==> config.mk <==
export PLATFORM = sky130hd
export DESIGN_NAME = huffman_seq_ctrl
export DESIGN_NICKNAME = d
export VERILOG_FILES = /design/src/rtl/huffman_seq_ctrl.sv
export SDC_FILE = /design/constraint.sdc
export NUM_CORES = 1
export LEC_CHECK = 0
export ABC_AREA = 1
export CORE_MARGIN = 2
export CORE_UTILIZATION = 39
export DETAILED_ROUTE_END_ITERATION = 6
export GPL_TIMING_DRIVEN = 0
export SLEW_MARGIN = 20
export SYNTH_ARGS = -nofsm -noshare
export SYNTH_HDL_FRONTEND = slang
export SYNTH_SLANG_ARGS = --single-unit
export TNS_END_PERCENT = 50
==> constraint.sdc <==
create_clock -name clk -period 1.35 [get_ports clk]
set_clock_uncertainty 0.2 [all_clocks]
set_input_delay 0.2025 -clock clk [delete_from_list [all_inputs] [get_ports clk]]
set_output_delay 0.2025 -clock clk [all_outputs]
set_load 0.1 [all_outputs]
==> src/rtl/huffman_seq_ctrl.sv <==
// Sequencer for the huffman encoder datapath: receive burst, NUM_SYM-1 sort/merge rounds, split pass.
// Each wait on the datapath is watchdogged; a stall sets err and parks the FSM in DONE.
module huffman_seq_ctrl #(
  parameter int NUM_SYM      = 6,
  parameter int CNT_W        = 8,
  parameter int WAIT_TIMEOUT = 16
) (
  input  logic             clk,
  input  logic             reset,
  input  logic             gray_valid,
  input  logic             sort_done,
  input  logic             split_done,
  output logic             CNT_valid,
  output logic             sort_start,
  output logic             merge_en,
  output logic [2:0]       merge_round,
  output logic             split_start,
  output logic             code_valid,
  output logic             busy,
  output logic             err,
  output logic [CNT_W-1:0] rx_count
);

  // state | meaning: IDLE await burst, RECV counting, CNT_OUT counts final, SORT/SORT_WAIT sort round,
  // MERGE merge two smallest, SPLIT/SPLIT_WAIT code split, CODE_OUT codes final, DONE terminal
  typedef enum logic [3:0] {
    IDLE       = 4'd0,
    RECV       = 4'd1,
    CNT_OUT    = 4'd2,
    SORT       = 4'd3,
    SORT_WAIT  = 4'd4,
    MERGE      = 4'd5,
    SPLIT      = 4'd6,
    SPLIT_WAIT = 4'd7,
    CODE_OUT   = 4'd8,
    DONE       = 4'd9
  } state_t;

  localparam int            WD_W       = (WAIT_TIMEOUT > 1) ? $clog2(WAIT_TIMEOUT) : 1;
  localparam logic [WD_W-1:0] WD_LAST  = WD_W'(WAIT_TIMEOUT - 1);
  localparam logic [2:0]    LAST_ROUND = 3'(NUM_SYM - 2);

  state_t            state_q, state_d;
  logic [2:0]        round_q, round_d;
  logic [WD_W-1:0]   wd_q, wd_d;
  logic              err_q, err_d;

  always_ff @(posedge clk or posedge reset) begin
    if (reset) begin
      state_q <= IDLE;
      round_q <= '0;
      wd_q    <= '0;
      err_q   <= 1'b0;
    end else begin
      state_q <= state_d;
      round_q <= round_d;
      wd_q    <= wd_d;
      err_q   <= err_d;
    end
  end

  // Symbol count only advances while the burst can still be in flight.
  always_ff @(posedge clk or posedge reset) begin
    if (reset) begin
      rx_count <= '0;
    end else if (gray_valid && (state_q == IDLE || state_q == RECV) && rx_count != '1) begin
      rx_count <= rx_count + 1'b1;
    end
  end

  always_comb begin
    state_d = state_q;
    round_d = round_q;
    wd_d    = wd_q;
    err_d   = err_q;
    case (state_q)
      IDLE:     if (gray_valid) state_d = RECV;
      RECV:     if (!gray_valid) state_d = CNT_OUT;
      CNT_OUT:  state_d = SORT;
      SORT: begin
        wd_d    = '0;
        state_d = SORT_WAIT;
      end
      SORT_WAIT: begin
        if (sort_done) begin
          state_d = MERGE;
        end else if (wd_q == WD_LAST) begin
          err_d   = 1'b1;
          state_d = DONE;
        end else begin
          wd_d = wd_q + 1'b1;
        end
      end
      MERGE: begin
        if (round_q == LAST_ROUND) begin
          state_d = SPLIT;
        end else begin
          round_d = round_q + 3'd1;
          state_d = SORT;
        end
      end
      SPLIT: begin
        wd_d    = '0;
        state_d = SPLIT_WAIT;
      end
      SPLIT_WAIT: begin
        if (split_done) begin
          state_d = CODE_OUT;
        end else if (wd_q == WD_LAST) begin
          err_d   = 1'b1;
          state_d = DONE;
        end else begin
          wd_d = wd_q + 1'b1;
        end
      end
      CODE_OUT: state_d = DONE;
      DONE:     state_d = DONE;
      default:  state_d = IDLE;
    endcase
  end

  assign CNT_valid   = (state_q == CNT_OUT);
  assign sort_start  = (state_q == SORT);
  assign merge_en    = (state_q == MERGE);
  assign split_start = (state_q == SPLIT);
  assign code_valid  = (state_q == CODE_OUT);
  assign busy        = (state_q != IDLE) && (state_q != DONE);
  assign merge_round = round_q;
  assign err         = err_q;

endmodule

==> results of run 1 <==
how the worst max path moves through the flow:
| stage | slack [ns] | endpoint | cells after the start |
|---|---|---|---|
| final | -0.47 | busy | 5 |
| after global routing | -0.54 | busy | 5 |
| after CTS | -0.45 | busy | 5 |
| after detailed placement | -1.06 | merge_en | 4 |
| after global placement | -1.05 | merge_en | 4 |
| after floorplan | -0.46 | merge_round[2]$_DFFE_PP0P_ | 6 |
stage by stage:
stage          std cells  hold WS (ns)  TNS, ns  cell area (um^2)  worst slack [ns]
2_1_floorplan        172       -0.0340    -6.30              1390            -0.462
3_3_place_gp         238         0.259   -19.43              1670             -1.05
3_5_place_dp         238         0.266   -19.94              1670             -1.06
4_1_cts              258         0.150    -6.23              2020            -0.453
5_1_grt              264         0.182   -10.13              2170            -0.535
6_report             264         0.112    -8.05              2170            -0.471
area by class of cell:
cell class                      count  area (um^2)
Buffer                              1         11.3
Clock buffer                        3         22.5
Clock inverter                      1         30.0
Fill cell                         234          910
Inverter                           22         90.1
Multi-Input combinational cell    129          841
Sequential cell                    20          536
Tap cell                           44         55.1
Timing Repair Buffer               44          583
per-layer routing:
layer	GRT usage (%)	vias to the layer above	part of all wire [%]
met5	0	-	0
met3	2.52	2	4.5
met2	34.3	39	53
met1	23.8	628	41
met4	8.39	0	0.80
li1	-	636	-
logic make-up after synthesis:
kind of cell | after synthesis
buffers and inverters | 23
XOR/XNOR | 9
AND/OR/NAND/NOR | 108
adder cells (fa/ha/maj) | 4
flip-flops | 20
AO/OA/AOI/OAI | 8
cells in the mapped netlist:
cell type | n | area share [%]
nand3_1 | 15 | 5.9
nor3_4 | 1 | 1.3
o21a_1 | 2 | 1.2
nand3_2 | 2 | 1.6
nand3b_1 | 2 | 1.2
nor2_4 | 1 | 0.88
nand2_4 | 2 | 1.8
inv_2 | 6 | 1.8
o21ai_1 | 2 | 0.78
nor3_1 | 7 | 2.7
o21ai_2 | 1 | 0.69
nor2_1 | 14 | 4.1
o21ai_0 | 1 | 0.39
ha_1 | 4 | 3.9
dfrtp_1 | 20 | 39
xnor2_1 | 4 | 2.7
inv_1 | 16 | 4.7
nand4_1 | 2 | 0.98
nand2_1 | 55 | 16
nor2_2 | 2 | 0.98
a21oi_1 | 2 | 0.78
nand2_2 | 5 | 2.4
buf_4 | 1 | 0.59
xor2_1 | 5 | 3.4
sequential cells by signal, indices dropped and copies added, names as in the netlist:
register	count
merge_round	3
rx_count	8
state_q	4
err	1
wd_q	4
worst register-to-register path, delay by kind of cell (launching register included):
kind	cells	cell delay [ns]
simple gates	8	0.74
flops	1	0.51
buf+inv	2	0.22
repair_timing:
action	CTS	global route
pin swaps	8	16
gates resized for setup	167	28
endpoints found under the setup margin	38	38
buffers inserted	16	6
hold buffers	0	0
==> impl_metrics.ini, run 1 <==
[logic_synthesis]
synth-seq-area-share_pct = 39.1
synth_compound_gate_area_share_pct = 3.82
syn_area_um2 = 1280
synth_seq_cells = 20
avgSynthCellArea_um2 = 7.43
synth_cells = 172
synth_nets = 181
synthSimpleGateAreaFrac_pct = 39.9
synth_top_family_by_area = simple AND/OR/NAND/NOR gates
synth-xor-area-share_pct = 6.16
synth_cell_types = 24
synth_mux_area_share_pct = 0
synth-adder-area-share_pct = 3.91
ys_warn_count = 0

[sta]
worst_pin_slew_ns = 0.756
slew_violations = 0
finalHoldViolations = 0
rsz0062_at_grt = true
period_share_pct = 135
relSlewSlack_pct = 49.5
fmax_mhz = 549
postLayoutSetupSlackWorst_ns = -0.471
period_needed_ns = 1.82
setup_viol = 34

[worst_setup_path]
critPathRequiredTime_ns = 0.95
cp_max_fo = 6
crit_family = flip-flops
worstPathCellList = inv_4 -> nor2_4 -> inv_2 -> o21a_4 -> buf_12
cp-startpoint = state_q[0]$_DFFE_PP0P_
critical_path_class = flip-flop to primary output
slowest_stage = dfrtp_2
rr_startpoint = state_q[2]$_DFFE_PP0P_
slowest_delay_ns = 0.49
crit_path_end_kind = primary output
reg2reg_depth = 10
reg2reg_to = wd_q[1]$_DFFE_PP0P_
cp.arrival_ns = 1.42
crit_buf_inv = 3
cp-start-kind = flip-flop
rrSetupSlack_ns = -0.40

[route]
route.vias.total = 1305
drtPass1Iterations = 4
vias_per_cell = 4.94
drt.antenna.violating_nets = 0
wl_per_cell_um = 12.8
drtIter0Drc = 59
drc = 0
wl_mm = 3.39

[finish]
layout_common_cells = nand2_1 (42), buf_12 (17), buf_4 (15)
fin_util_pct = 70.4
antenna-diode-count = 0
mostFrequentLayoutCell = nand2_1
syn_to_final_growth_pct = 69.6
drive_gt1_share_pct = 49.5
layout.nets = 230

[cts]
root_buffer = clkbuf_4
clock_path_buffers = 2
cts_tree = yes
cts_buffers = 3
clock-sinks = 20
htreeDepth = 1
clkTransAtPathRegs_ns = 0.13
insertion_delay_ns = 0.31

[die]
die_x_um = 61.3
start_util_pct = 41.5
io_pins = 23
row_count = 20
die_y_um = 61.3
coreArea_um2 = 3080
dieArea_um2 = 3750

[placement]
portBuffers = 22
globalplace.congestion = 0.885
place_hpwl_mm = 2.16

[global_route]
grt_pass1_vias = 1252
grt_first_pass_wirelength_mm = 5.47
gr-usage-all-layers_pct = 19.5
grt_overflow = 0
grt_max_degree = 21
antenna_found_initial = 0

[status]
outcome = finished, violations left
violations = setup timing

[run]
cap_violations = 0

[min_path]
hold_class = primary input to asynchronous set/reset pin
Power of run 1 is not shown: default switching activity piles up to over one toggle a cycle in this logic, so the estimate is an artifact.
==> run 2, diff against run 1 <==
SKIP_LAST_GASP = 1   (was default)
==> impl_metrics.ini, run 2 (synthesis results as in run 1) <==
[status]
outcome = finished, violations left
violations = setup timing

[sta]
timing.hold.ws_ns = 0.111
postLayoutSetupSlackWorst_ns = -0.455
rsz0062_at_grt = true
slew_violations = 0
relSlewSlack_pct = 49.7
worst_pin_slew_ns = 0.753
finalHoldViolations = 0
fmax_mhz = 554
setup_viol = 34
period_share_pct = 134
period_needed_ns = 1.80

[finish]
drive_gt1_share_pct = 47.0
syn_to_final_growth_pct = 64.5
antenna-diode-count = 0
layout.nets = 229
layout_common_cells = nand2_1 (44), buf_4 (18), nand3_1 (14), buf_12 (14)
mostFrequentLayoutCell = nand2_1
top_register = rx_count
largest_reg_flops = 8
fin_area_um2 = 2100
fin_util_pct = 68.3
top_regs = rx_count (8), state_q (4), wd_q (4)

[global_route]
antenna_found_initial = 0
gr-usage-all-layers_pct = 19.3
grt_pass1_vias = 1241
grt_overflow = 0
grt_max_degree = 21
grt_first_pass_wirelength_mm = 5.43

[cts]
cts-hold-fix-buffers = 0
root_buffer = clkbuf_4
clock_path_buffers = 2
cts_tree = yes
cts_buffers = 3
insertion_delay_ns = 0.31
clock-sinks = 20
htreeDepth = 1
clkTransAtPathRegs_ns = 0.13

[placement]
place_hpwl_mm = 2.16
pre_cts_ws_ns = -1.06
portBuffers = 22
globalplace.congestion = 0.885
placed_cell_area_um2 = 1670

[die]
dieArea_um2 = 3750
die_y_um = 61.3
row_count = 20
io_pins = 23
coreArea_um2 = 3080
die_x_um = 61.3
start_util_pct = 41.5

[worst_setup_path]
critPathRequiredTime_ns = 0.95
critical_path_class = flip-flop to primary output
cp.arrival_ns = 1.40
rrSetupSlack_ns = -0.36
cp-start-kind = flip-flop
crit_path_end_kind = primary output
cp_max_fo = 6

[route]
wl_per_cell_um = 12.7
wl_mm = 3.35
drtIter0Drc = 52
drtPass1Iterations = 4
route.vias.total = 1290
drc = 0
drt.antenna.violating_nets = 0
vias_per_cell = 4.90

[run]
cap_violations = 0

[min_path]
hold_class = primary input to asynchronous set/reset pin
run 2: critical path: stages (launching register included):
cell and delay [ns]:
dfrtp_2 0.51, inv_2 0.12, nand2_4 0.06, nor3_4 0.20
buf_12 0.20
run 2: worst paths after layout:
path,from,to,cells past startpoint
worst max register to register,state_q[2]$_DFFE_PP0P_,wd_q[1]$_DFFE_PP0P_,10
worst max-delay path,state_q[2]$_DFFE_PP0P_,code_valid,4
min in group clk,split_done,state_q[3]$_DFFE_PP0P_,3
worst min register to register,err$_DFFE_PP0P_,err$_DFFE_PP0P_,2
worst min-delay path,reset,rx_count[0]$_DFFE_PP0P_,2
max in group asynchronous,reset,rx_count[4]$_DFFE_PP0P_,2
run 2: metal layers:
layer	global-route usage (%)	vias to the layer above	wire length, um
li1	-	634	-
met1	23.9	616	1420
met2	33.7	34	1760
met3	2.52	6	115
met4	8.07	0	58
met5	0	-	0
run 2: cell type report:
class | count | area, um^2
sequential | 20 | 536
fill | 247 | 975
tap | 44 | 55.1
buffer | 1 | 11.3
inverter | 22 | 87.6
multi-input combinational | 129 | 823
clock buffer | 3 | 22.5
clock inverter | 1 | 30.0
timing repair buffer | 43 | 538
run 2: repair_timing:
item                                    4_1_cts  5_1_grt
endpoints found under the setup margin       38       38
resized for setup                           159       21
setup buffers                                16        5
pin swaps                                     3       10
run 2: per-stage QoR:
step,instances,TNS (ns)
finish,263,-7.67
global route,263,-9.79
CTS,258,-7.10
detailed placement,238,-19.94
global placement,238,-19.43
floorplan,172,-6.30
Power of run 2 is left out for the same reason.
==> run 3, diff against run 2 <==
CELL_PAD_IN_SITES_DETAIL_PLACEMENT = 1   (was default)
CELL_PAD_IN_SITES_GLOBAL_PLACEMENT = 2   (was default)
CORE_ASPECT_RATIO = 0.8   (was default)
CORE_UTILIZATION = 26   (was 39)
PLACE_DENSITY_LB_ADDON = 0.1   (was default)
==> impl_metrics.ini, run 3 (synthesis results as in run 1) <==
[route]
drt.antenna.violating_nets = 0
wl_mm = 3.93
drtIter0Drc = 45
drc = 0
route.vias.total = 1270
drtPass1Iterations = 4
wl_per_cell_um = 14.1
vias_per_cell = 4.57

[finish]
mostFrequentLayoutCell = nand2_1
drive_gt1_share_pct = 46.8
top_regs = rx_count (8), state_q (4), wd_q (4)
fin_area_um2 = 2110
layout.nets = 228
largest_reg_flops = 8
layout_common_cells = nand2_1 (45), buf_4 (21), buf_12 (13)
fill_cells = 548
top_register = rx_count
syn_to_final_growth_pct = 64.8
antenna-diode-count = 0

[die]
row_count = 22
coreArea_um2 = 4650
start_util_pct = 27.5
die_x_um = 82.4
dieArea_um2 = 5500
die_y_um = 66.7
io_pins = 23

[global_route]
gr-usage-all-layers_pct = 15.4
busiest_layer = met2
grt_overflow = 0
antenna_found_initial = 0
met3_usage_pct = 3.25
grt_max_degree = 21
grt_first_pass_wirelength_mm = 6.27
use_met2_pct = 24.7
grt_pass1_vias = 1258
use_met1_pct = 21.1

[cts]
clkTransAtPathRegs_ns = 0.08
insertion_delay_ns = 0.27
cts_tree = yes
root_buffer = clkbuf_8
htreeDepth = 1
clock-sinks = 20
cts_buffers = 3
clock_path_buffers = 2

[status]
outcome = finished, violations left
violations = setup timing

[placement]
globalplace.congestion = 0.806
placed_cell_area_um2 = 1690
place_hpwl_mm = 2.66
portBuffers = 22

[worst_setup_path]
cp-startpoint = state_q[0]$_DFFE_PP0P_
critPathRequiredTime_ns = 0.95
crit_path_end_kind = primary output
rr_startpoint = state_q[2]$_DFFE_PP0P_
cp.arrival_ns = 1.34
cp_max_fo = 4
cp-start-kind = flip-flop
critical_path_class = flip-flop to primary output
rrSetupSlack_ns = -0.34

[sta]
setup_viol = 33
period_needed_ns = 1.75
period_share_pct = 129
slew_violations = 0
postLayoutSetupSlackWorst_ns = -0.397
rsz0062_at_grt = true
fmax_mhz = 572
worst_pin_slew_ns = 0.857
relSlewSlack_pct = 42.8
finalHoldViolations = 0

[min_path]
hold_class = primary input to asynchronous set/reset pin

[run]
cap_violations = 0
[run 3: per-stage QoR]
stage	instances	setup slack [ns]	util, %	setup TNS (ns)	hold WS (ns)
after floorplan	172	-0.462	-	-6.30	-0.0340
after global placement	254	-1.05	36.3	-21.68	0.252
after detailed placement	254	-1.07	36.3	-23.27	0.267
after CTS	269	-0.394	42.1	-7.11	0.258
after global routing	278	-0.456	45.3	-10.28	0.282
final	278	-0.397	45.3	-6.99	0.213
[run 3: metal layers]
layer	routed length (um)	vias to the layer above	part of all wire (%)
met5	0	-	0
met4	37	0	0.94
met3	89	4	2.3
met2	1940	16	49
met1	1860	610	47
li1	-	640	-
[run 3: path summary, 6_finish.rpt]
path / to / cells after the start
max: busy / 5
min: rx_count[0]$_DFFE_PP0P_ / 2
max reg2reg: wd_q[1]$_DFFE_PP0P_ / 10
min reg2reg: err$_DFFE_PP0P_ / 2
max in group asynchronous: rx_count[5]$_DFFE_PP0P_ / 2
min in group clk: err$_DFFE_PP0P_ / 2
[run 3: worst max-delay path, stage by stage, from the launching register on]
cell	delay [ns]
dfrtp_2	0.45
inv_4	0.07
nor2_4	0.13
inv_2	0.06
o21a_4	0.20
buf_12	0.16
[run 3: repair_timing]
action / 4_1_cts / 5_1_grt
gates resized for setup: 156 / 20
pin swaps: 4 / 8
setup endpoints to repair: 45 / 50
gates cloned: 0 / 0
hold buffers: 0 / 0
buffers inserted: 11 / 9
[run 3: cell type report]
cell class	count	area (um^2)	area share, %
inverters	22	87.6	4.16
repair buffers	42	503	23.9
flip-flops and latches	20	536	25.4
well taps	60	75.1	3.56
plain buffers	1	11.3	0.534
clock buffers	4	45.0	2.14
multi-input cells	129	850	40.3
Power of run 3 is left out for the same reason.
==> patch, RTL diff (config.mk and constraints of run 3) <==
The parameter `WAIT_TIMEOUT` goes from 16 to 32.
--- a/src/rtl/huffman_seq_ctrl.sv
+++ b/src/rtl/huffman_seq_ctrl.sv
@@ -3,7 +3,7 @@
 module huffman_seq_ctrl #(
   parameter int NUM_SYM      = 6,
   parameter int CNT_W        = 8,
-  parameter int WAIT_TIMEOUT = 16
+  parameter int WAIT_TIMEOUT = 32
 ) (
   input  logic             clk,
   input  logic             reset,
Formal check against the unedited RTL: same outputs for any inputs over 10 cycles, from zero or initial values and one cycle with reset high; that may be too few to reach the edited logic, so the function may still have changed.
==> patch against run 3 <==
The run still ends with negative setup slack left. Cell area grew 9.2%. Global-route usage shrank 0.48 points. Worst setup slack lost 93 ps. Synthesized cell count grew 8.7%. Sequential cell count grew 1. Routed wire length grew 12%. Maximum frequency shrank 5.0%. Synthesized area grew 5.0%. Largest cell class unchanged.
==> patch: results (changes against run 3) <==
Run status
  – Status: finished, violations left (unchanged)
  – Failing checks: negative setup slack (unchanged)

Finish
  – Fraction of layout cells with a size suffix above 1: 53.4% (was 46.8%)
  – Layout net count: 249 (was 228)
  – Top reg by flops: rx_count (unchanged)
  – Multi-input gate area in the final layout: 962 um2 (was 850 um2)
  – Largest regs: rx_count (8), wd_q (5), state_q (4) (was rx_count (8), state_q (4), wd_q (4))

STA
  – Worst hold slack: 109 ps (was 213 ps)
  – Setup violators final: 30 (was 33)
  – Tightest Pin Transition: 508 ps (was 857 ps)
  – Post-route setup slack: -489 ps (was -397 ps)

Place
  – RePlAce Congestion: 0.746 (was 0.806)
  – DP HPWL: 2880 um (was 2660 um)
  – Post-DP Area: 0.00175 mm2 (was 0.00169 mm2)

GRT
  – Largest net degree at the start of global routing: 22 (was 21)
  – First-pass GRT wire length: 6670 um (was 6270 um)
  – Gr usage total: 14.9% (was 15.4%)

Route
  – DR WL/cell: 14.7 um (was 14.1 um)
  – DR iter-0 viols: 31 (was 45)
  – Vias: 1,413 (was 1,270)

Worst setup path
  – FF-to-FF setup slack: -370 ps (was -340 ps)
  – CP arrival: 1440 ps (was 1340 ps)
  – Critical path startpoint: state_q[1] (was state_q[0])

Logic synthesis
  – Synth top cells by count: nand2_1, inv_1, dfrtp_1 (was nand2_1, dfrtp_1, inv_1)
  – Synth area leaders: dfrtp_1, nand2_1, inv_1 (was dfrtp_1, nand2_1, nand3_1)
  – Register area share after synthesis: 39.1% (about the same)
  – Synth Net Count: 197 (was 181)
patch: final cells by class:
type                    instances  share of cell area (%)
well taps                      62                    3.37
repair buffers                 46                    22.9
inverters                      31                    6.09
multi-input cells             136                    41.8
clock buffers                   4                    1.96
flip-flops and latches         21                    23.9
patch: where the power goes:
group | internal [mW] | total [mW] | switching, mW
combinational | 1.53 | 4.26 | 2.73
sequential | 0.871 | 1.18 | 0.310
clock | 0.211 | 0.445 | 0.234
patch: worst paths after layout:
path / end / cells after the start
max: busy / 4
min: rx_count[6] / 2
max reg2reg: wd_q[1] / 10
min reg2reg: err / 2
max in group asynchronous: rx_count[0] / 2
min in group clk: err / 2
patch: kinds of logic (layout without fill, tap and decap cells):
group           count (synthesis)  after routing  synth area share [%]
flops                          21             21                  39.1
xor+xnor                        6              6                  3.91
compound gates                 10             10                  4.47
fa+ha+maj                       5              5                  4.66
simple gates                  114            115                  39.0
buf+inv                        31             81                  8.85
patch: metal layers:
metal | up-vias | share of wire (%) | GRT usage [%]
li1 | 687 | - | -
met1 | 703 | 46 | 19.8
met2 | 19 | 51 | 25.4
met3 | 4 | 2.4 | 2.90
met4 | 0 | 0.61 | 3.57
met5 | - | 0 | 0
patch: worst max-delay path: stages (launching register included):
cell     delay, ps
dfrtp_2        480
buf_4          160
nor2_2         220
a31oi_4        130
buf_12         180
patch: through the flow:
stage	cells	worst slack, ps
floorplan	187	-517
global placement	271	-1090
detailed placement	271	-1080
CTS	286	-439
global route	300	-535
finish	300	-489
patch: what timing repair did:
action / CTS / global route
setup endpoints to repair: 41 / 57
hold buffers: 0 / 0
pin swaps: 6 / 17
gates cloned: 0 / 1
gates resized for setup: 153 / 56
setup buffers: 11 / 13
